`src/rtl/timer_pkg.sv`:
```
// Shared state codes, BCD limits and BCD arithmetic helpers for the countdown timer.
`default_nettype none

package timer_pkg;

    typedef enum logic [1:0] {
        ST_IDLE  = 2'd0,
        ST_RUN   = 2'd1,
        ST_PAUSE = 2'd2,
        ST_DONE  = 2'd3
    } state_t;

    localparam logic [3:0] BCD_NINE     = 4'd9;
    localparam logic [3:0] SEC_TENS_MAX = 4'd5;
    localparam logic [3:0] BLANK_ALL    = 4'b1111;

    // Two-digit BCD increment, 99 wraps to 00.
    function automatic logic [7:0] bcd2_inc(input logic [7:0] v);
        logic [7:0] r;
        r = v;
        if (v[3:0] == BCD_NINE) begin
            r[3:0] = 4'd0;
            r[7:4] = (v[7:4] == BCD_NINE) ? 4'd0 : v[7:4] + 4'd1;
        end else begin
            r[3:0] = v[3:0] + 4'd1;
        end
        return r;
    endfunction

    // MM:SS BCD decrement by one second; caller guarantees the value is not 00:00.
    function automatic logic [15:0] bcd_time_dec(input logic [15:0] t);
        logic [15:0] r;
        r = t;
        if (t[3:0] != 4'd0) begin
            r[3:0] = t[3:0] - 4'd1;
        end else begin
            r[3:0] = BCD_NINE;
            if (t[7:4] != 4'd0) begin
                r[7:4] = t[7:4] - 4'd1;
            end else begin
                r[7:4] = SEC_TENS_MAX;
                if (t[11:8] != 4'd0) begin
                    r[11:8] = t[11:8] - 4'd1;
                end else begin
                    r[11:8]  = BCD_NINE;
                    r[15:12] = t[15:12] - 4'd1;
                end
            end
        end
        return r;
    endfunction

endpackage

`default_nettype wire

```
`src/rtl/tick_prescaler.sv`:
```
// Free-running divider producing a one-cycle tick every TICK_DIV enabled cycles.
`default_nettype none

module tick_prescaler #(
    parameter int TICK_DIV = 50_000_000
) (
    input  logic clk,
    input  logic rst_n,
    input  logic en,
    input  logic clr,
    output logic tick
);

    localparam int CW = (TICK_DIV > 1) ? $clog2(TICK_DIV) : 1;
    localparam logic [CW-1:0] LAST = CW'(TICK_DIV - 1);

    logic [CW-1:0] count;

    assign tick = en && (count == LAST);

    always_ff @(posedge clk or negedge rst_n) begin
        if (!rst_n) begin
            count <= '0;
        end else if (clr) begin
            count <= '0;
        end else if (en) begin
            count <= (count == LAST) ? '0 : count + 1'b1;
        end
    end

endmodule

`default_nettype wire

```
`src/rtl/segment_timer_ctrl.sv`:
```
// MM:SS countdown controller: button conditioning, set/run/pause/done FSM, BCD digit outputs.
`default_nettype none

module segment_timer_ctrl
    import timer_pkg::*;
#(
    parameter int         TICK_DIV   = 50_000_000,
    parameter logic [7:0] PRESET_MIN = 8'h05
) (
    input  logic        clk,
    input  logic        rst_n,
    input  logic        start_btn,
    input  logic        clear_btn,
    input  logic        inc_btn,
    output logic [15:0] bcd_out,
    output logic [3:0]  blank,
    output logic        running,
    output logic        alarm
);

    // Button vectors are ordered {clear, start, inc}.
    logic [2:0] sync_a, sync_b, hist, pulse;
    logic       clear_p, start_p, inc_p;

    state_t      state, state_n;
    logic [7:0]  set_min, set_min_n;
    logic [15:0] tval, tval_n, tval_dec;
    logic [3:0]  blank_r, blank_n;
    logic        tick, presc_en, presc_clr;

    always_ff @(posedge clk or negedge rst_n) begin
        if (!rst_n) begin
            sync_a <= '0;
            sync_b <= '0;
            hist   <= '0;
        end else begin
            sync_a <= {clear_btn, start_btn, inc_btn};
            sync_b <= sync_a;
            hist   <= sync_b;
        end
    end

    assign pulse   = sync_b & ~hist;
    assign clear_p = pulse[2];
    assign start_p = pulse[1];
    assign inc_p   = pulse[0];

    assign tval_dec = bcd_time_dec(tval);

    always_comb begin
        state_n   = state;
        set_min_n = set_min;
        tval_n    = tval;
        blank_n   = blank_r;
        unique case (state)
            ST_IDLE: begin
                // Start wins over inc and uses the pre-increment minutes.
                if (start_p && (set_min != 8'h00)) begin
                    state_n = ST_RUN;
                end else if (inc_p) begin
                    set_min_n = bcd2_inc(set_min);
                    tval_n    = {set_min_n, 8'h00};
                end
            end
            ST_RUN: begin
                if (tick) begin
                    tval_n = tval_dec;
                    if (tval_dec == 16'h0000) begin
                        state_n = ST_DONE;
                    end else if (start_p) begin
                        state_n = ST_PAUSE;
                    end
                end else if (start_p) begin
                    state_n = ST_PAUSE;
                end
            end
            ST_PAUSE: begin
                if (start_p) begin
                    state_n = ST_RUN;
                end
            end
            ST_DONE: begin
                if (start_p) begin
                    state_n = ST_IDLE;
                    tval_n  = {set_min, 8'h00};
                    blank_n = 4'b0000;
                end else if (tick) begin
                    blank_n = blank_r ^ BLANK_ALL;
                end
            end
            default: state_n = ST_IDLE;
        endcase
        if (clear_p) begin
            state_n   = ST_IDLE;
            set_min_n = set_min;
            tval_n    = {set_min, 8'h00};
            blank_n   = 4'b0000;
        end
    end

    always_ff @(posedge clk or negedge rst_n) begin
        if (!rst_n) begin
            state   <= ST_IDLE;
            set_min <= PRESET_MIN;
            tval    <= {PRESET_MIN, 8'h00};
            blank_r <= 4'b0000;
        end else begin
            state   <= state_n;
            set_min <= set_min_n;
            tval    <= tval_n;
            blank_r <= blank_n;
        end
    end

    // Prescaler restarts on any entry to IDLE/DONE and on a fresh start; PAUSE->RUN resumes.
    assign presc_en  = (state == ST_RUN) || (state == ST_DONE);
    assign presc_clr = (state_n != state) &&
                       ((state_n == ST_IDLE) || (state_n == ST_DONE) || (state == ST_IDLE));

    tick_prescaler #(
        .TICK_DIV (TICK_DIV)
    ) u_prescaler (
        .clk   (clk),
        .rst_n (rst_n),
        .en    (presc_en),
        .clr   (presc_clr),
        .tick  (tick)
    );

    assign bcd_out = tval;
    assign blank   = blank_r;
    assign running = (state == ST_RUN);
    assign alarm   = (state == ST_DONE);

endmodule

`default_nettype wire

```
`config.mk`:
```
export PLATFORM = sky130hd
export DESIGN_NAME = segment_timer_ctrl
export DESIGN_NICKNAME = d
export VERILOG_FILES = /design/src/rtl/timer_pkg.sv /design/src/rtl/tick_prescaler.sv /design/src/rtl/segment_timer_ctrl.sv
export SDC_FILE = /design/constraint.sdc
export NUM_CORES = 1
export LEC_CHECK = 0
export ABC_AREA = 1
export ABC_CLOCK_PERIOD_IN_PS = 3200
export CORE_MARGIN = 2
export CORE_UTILIZATION = 45
export CTS_CLUSTER_DIAMETER = 120
export DETAILED_ROUTE_END_ITERATION = 10
export SYNTH_ARGS = -nofsm -noshare
export SYNTH_HDL_FRONTEND = slang
export SYNTH_SLANG_ARGS = --single-unit
```
`constraint.sdc`:
```
create_clock -name clk -period 3.2 [get_ports clk]
set_input_delay 0.64 -clock clk [delete_from_list [all_inputs] [get_ports clk]]
set_output_delay 0.64 -clock clk [all_outputs]
set_load 0.005 [all_outputs]
```
-- After elaboration in Yosys (flattened, before gate mapping)
Cells that the tools add are included.
Widths: inputs -> output; s select.
- bits in registers: 65
- output and inout port bits: 22
- word-level logic and storage cells: 82
- $add $sub $neg: 7
- bitwise logic cells: 5
- eq/ne operators: 12
- reduce and logical (&&, ||, !) cells: 20
- muxes and demuxes: 30
- operators with widths (operator ; number):
    $mux 16 ; 5
    $mux 26 ; 3
    $pmux 16 s3 ; 1
    $mux 4 ; 11
    $add 26x1->26 const B ; 1
    $eq 26x26->1 const B ; 1
    $logic_not 16->1 ; 1
    $reduce_bool 4->1 ; 4
    $sub 4x1->4 const B ; 4
    $mux 2 ; 7
    $mux 12 ; 1
    $add 4x1->4 const B ; 2
    $eq 4x4->1 const B ; 2
    $mux 8 ; 1
    $pmux 2 s4 ; 1
    $reduce_bool 8->1 ; 1
    $eq 2x2->1 const B ; 3
    $ne 3x1->1 const B ; 2
    $ne 3x3->1 const B ; 2
    $reduce_and 5->1 ; 1
    $logic_not 2->1 ; 2
    $not 4->4 ; 1
    $reduce_and 4->1 ; 1
    $reduce_bool 2->1 ; 2
    9 further kinds ; 14

-- Longest topological paths before layout
- depth after elaboration: 14
- depth in mapped cells: 17

-- By module
A second synthesis with hierarchy kept.
- cell total of the unflattened synthesis: 562
- area total of the unflattened synthesis: 3978.8 um2
- modules (own cells, without submodules) (module ; area each (um2) ; cells an instance ; times used):
    segment_timer_ctrl ; 2290.9 ; 316 ; 1
    tick_prescaler ; 1687.9 ; 246 ; 1

-- Worst setup path after synthesis
Ideal clock, no wire load.
- path kind: reg-to-reg
- start: register tval[0] (netlist: bcd_out[0])
- end: register u_prescaler.count[24]
- path buffers: 1
- arrival: 1.907 ns
- stages on the path, launching flop included: 16
- path slack: 1.165 ns
- required time: 3.072 ns
- library setup time: 0.128 ns
- cell sequence: dfrtp_1 > nor2_4 > nand2_4 > nor2_8 > nand2_2 > nand2_2 > nand2_2 > nor3_2 > nand3_1 > nand2_1 > nand2_1 > nand2_1 > nand3_2 > nand2_4 > buf_12 > nor2_4
- cells in the longest elaborated chain, start to end: 12
- ends and longest elaborated chain (item ; line ; text):
    start, declared ; segment_timer_ctrl.sv:27 ; logic [15:0] tval, tval_n, tval_dec;
    start signal, assigned ; segment_timer_ctrl.sv:105 ; tval <= {PRESET_MIN, 8'h00};
    start signal, assigned ; segment_timer_ctrl.sv:110 ; tval <= tval_n;
    $sub 4x1->4 / $reduce_bool 4->1 (equally long branches) ; timer_pkg.sv:35, timer_pkg.sv:34 ;
    $mux 4 / $mux 12 (equally long branches) ; timer_pkg.sv:34 ; if (t[3:0] != 4'd0) begin
    $logic_not 16->1 (*) ; segment_timer_ctrl.sv:68 ; if (tval_dec == 16'h0000) begin
    $mux 2 (*) ; segment_timer_ctrl.sv:68 ;
    $mux 2 (*) ; segment_timer_ctrl.sv:66 ; if (tick) begin
    $pmux 2 s4 (*) ; segment_timer_ctrl.sv:55 ; unique case (state)
    $mux 2 (*) ; segment_timer_ctrl.sv:93 ; if (clear_p) begin
    $eq 2x2->1 / $logic_not 2->1 (equally long branches) ; segment_timer_ctrl.sv:118 ; ((state_n == ST_IDLE) || (state_n == ST_DONE) || (state == ST_IDLE));
    $logic_or 1x1->1 (2 in series) ; segment_timer_ctrl.sv:118 ;
    $logic_and 1x1->1 (*) ; segment_timer_ctrl.sv:117 ; assign presc_clr = (state_n != state) &&
    $mux 26 / $reduce_bool 2->1 (equally long branches) ; - ;
    end signal, assigned ; tick_prescaler.sv:27 ; count <= (count == LAST) ? '0 : count + 1'b1;
    end, declared ; tick_prescaler.sv:17 ; logic [CW-1:0] count;
Mark *: on every way between the ends. The rest lies on a longest branch, timed or not.
A chain may end at the register's enable or synchronous reset.

-- Worst setup path in the final report
- start: register state[0]
- end: output alarm
- cells in the longest elaborated chain, start to end: 1
- ends and longest elaborated chain (item ; line ; text):
    start, declared ; segment_timer_ctrl.sv:25 ; state_t state, state_n;
    start signal, assigned ; segment_timer_ctrl.sv:108 ; state <= state_n;
    $eq 2x2->1 ; segment_timer_ctrl.sv:133 ; assign alarm = (state == ST_DONE);
    end, declared ; segment_timer_ctrl.sv:18 ; output logic alarm
Every way passes these cells.

==> results.cfg <==
[status]
outcome = complete, no violations

[detailed_routing]
final_antenna_violating_net_count = 0
route.detailed.vias_per_inst = 5.33
dr_total_vias = 3584
drt_drc_violations_left = 0
route.detailed.wl_per_inst_um = 14.6
drtIter0Drc = 155
routed_wl_um = 9830
drt-pass1-iter-count = 5

[placement]
io_buffers = 26
place.gp.congestion = 0.870
detailed_place_hpwl_um = 7310

[final_layout]
flow.area_growth_from_synthesis_pct = 13.4
layout_cells_sized_above_1_pct = 11.7
design.final.nets = 566
final_core_util_pct = 52.0
nFillCells = 854
n_antenna_cell = 0

[sta]
finalWorstPathRequiredPeriod_ns = 2.48
report.final.hold_viol_count = 0
timing_max_transition_violations_final = 0
max_freq_ghz = 0.403
timing.max_slew.rel_slack_pct = 30.1
period_share_pct = 77.6
setup_tns_ns = 0
fin_worst_skew_ns = 0.0144
grt_setup_unrepaired = no
final_number_of_setup_violating_endpoints = 0
worst_slew_pin_slew_ns = 1.05

[die]
die_height_um = 97.6
initial_utilization_pct = 45.9
ios = 27
fp.coreArea_mm2 = 0.00859
fp.dieW_um = 97.6
core.rowCount = 34
dieArea_mm2 = 0.00953

[synthesis]
asyncSetResetFlopFracSynth_pct = 100
synth-edff-count = 0
number_of_warnings_reported_in_the_yosys_synthesis_log = 0
synth_cell_type_count = 40
netlist_instances = 527
synth_ff_type = dfrtp_1
mappedNetlistNets = 534
yosys_register_bits = 65
postSynthAreaPerCell_um2 = 7.48
synth_seq_area_share_pct = 41.4
netlist_area_mm2 = 0.00394

[pwr]
worst_ir_drop_vdd_mv = 0.319
power.density_cell_area_mw_per_mm2 = 723
switching_share_pct = 45.5
power_leakage_nw = 1.93
power.share.clock_pct = 20.1
p_comb_share_pct = 45.7
cellInternalPower_mw = 1.76
switching_power_mw = 1.47
post-layout-total-power_mw = 3.23
sequentialPowerShare_pct = 34.2

[global_route]
gr-total-overflow = 0
global_route.usage.total_pct = 22.1
wire_length_of_the_first_global_routing_pass_um = 17100
number_of_global_route_vias_before_repair = 3531
pin_count_of_the_biggest_net_entering_global_routing = 48
number_of_antenna_violations_at_the_first_check_in_global_routing = 0

[run]
cap_viol_max_count = 0

[min_path]
hold_path_class = flip-flop to flip-flop
worstHoldStart = sync_a[1]

[clocking]
cts_hold_buffers = 0
post_cts_buffers = 0
ctsHtreeMaxLevel = 3
cts-resized-gates = 0
cts.clk_slew.worst_paths_ns = 0.08
cts-root-to-sink-buffers = 2
clkLatencyLatePin_ns = 0.35
numCtsBuffers = 9
clk_root_buffer_cell = clkbuf_8
tritoncts_num_sinks = 65
clock_tree_from_tritoncts = yes

[worst_setup_path]
path_type_of_the_worst_setup_path = flip-flop to output pin
setup.worst_path.start = state[0]
reg2reg_from = bcd_out[0]
timing.critical_path.fanout_max = 18
setup.worst_path.end_class = output pin
startpoint_type = flip-flop
timing.critical_path.arrival_ns = 1.84
worst-endpoint-required_ns = 2.56
[path summary, 6_finish.rpt]
path                                    endpoint  slack (ns)  cells after the start
setup / recovery                           alarm        0.72                      4
hold / removal                         sync_b[1]        0.35                      0
setup reg to reg           u_prescaler.count[10]        0.75                     14
hold reg to reg                        sync_b[1]        0.35                      0
min in group asynchronous             set_min[3]        0.47                      1
max in group asynchronous   u_prescaler.count[0]        1.96                      2
[layout make-up]
type / instances / area, um2 / share of cell area [%]
Multi-Input combinational cell: 379 / 1960 / 43.9
Sequential cell: 65 / 1630 / 36.5
Timing Repair Buffer: 31 / 293 / 6.55
Inverter: 73 / 274 / 6.13
Tap cell: 108 / 135 / 3.02
Clock buffer: 9 / 124 / 2.77
Clock inverter: 7 / 52.6 / 1.18
[per-stage QoR]
step                      hold WS [ns]  setup WS [ns]  std cells  cell area (um2)
after floorplan                  0.331           1.17        527             3940
after global placement           0.335          0.776        656             4290
after detailed placement         0.336          0.753        656             4290
after CTS                        0.355          0.724        672             4470
after global routing             0.371          0.418        672             4470
final                            0.351          0.717        672             4470
[registers in the layout (all words and copies together), names as in the netlist]
signal	count
hist	3
set_min	8
u_prescaler.count	26
sync_b	3
blank	4
sync_a	3
state	2
bcd_out	16
[routing by layer]
metal | global-route usage (%) | part of all wire (%) | up-vias
met5 | 0 | 0 | -
met4 | 7.69 | 1.8 | 0
met3 | 3.96 | 4.4 | 18
met2 | 38.3 | 50 | 102
met1 | 27.6 | 43 | 1681
li1 | - | - | 1783
[critical path: stages, from the launching register on]
cell and delay [ns]:
dfrtp_1 0.36, buf_4 0.24, nand2_1 0.21, inv_1 0.16, clkdlybuf4s50_1 0.52
[placed cells by master, fill, tap and decap left out, types with 4 or more instances in the layout]
| cell type | Yosys | routed |
|---|---|---|
| nand2_1 | 104 | 104 |
| nor2_1 | 74 | 74 |
| inv_1 | 71 | 71 |
| dfrtp_1 | 61 | 61 |
| nand3_1 | 28 | 28 |
| o21ai_0 | 26 | 26 |
| clkdlybuf4s50_1 | 0 | 25 |
| a21oi_1 | 24 | 24 |
| nor2_2 | 23 | 23 |
| xor2_1 | 15 | 15 |
| nor3_1 | 14 | 14 |
| nand4_1 | 12 | 12 |
| clkbuf_8 | 0 | 9 |
| a22oi_1 | 8 | 8 |
| xnor2_1 | 5 | 5 |
| buf_4 | 1 | 5 |
| nand2_2 | 4 | 4 |
| a31oi_1 | 4 | 4 |
| o22ai_1 | 4 | 4 |
| o41ai_1 | 4 | 4 |
| dfstp_2 | 4 | 4 |
[power groups by stage]
stage / clock, mW / combinational (mW) / sequential [mW]
after floorplan: 0 / 1.11 / 1.08
after global placement: 0 / 1.45 / 1.11
after detailed placement: 0 / 1.47 / 1.12
after CTS: 0.662 / 1.48 / 1.10
after global routing: 0.700 / 1.65 / 1.13
final: 0.651 / 1.48 / 1.11
[Yosys cell counts, drive strengths merged, types with 5 or more instances]
master / n / area [um2]
nand2: 110 / 438
xnor2: 5 / 43.8
xor2: 15 / 131
a22oi: 8 / 60.1
nor3: 17 / 100
nand4: 12 / 75.1
buf: 6 / 62.6
nor2: 101 / 475
inv: 72 / 270
o21ai: 29 / 145
a21oi: 24 / 120
nand3: 29 / 150
dfrtp: 61 / 1530
[cells by family after synthesis]
| group | synth area share [%] |
|---|---|
| simple gates | 32.6 |
| buf+inv | 8.91 |
| xor+xnor | 4.44 |
| flops | 41.4 |
| fa+ha+maj | 0.634 |
| compound gates | 12.0 |
Note: power is estimated with default switching activity, not from simulation.
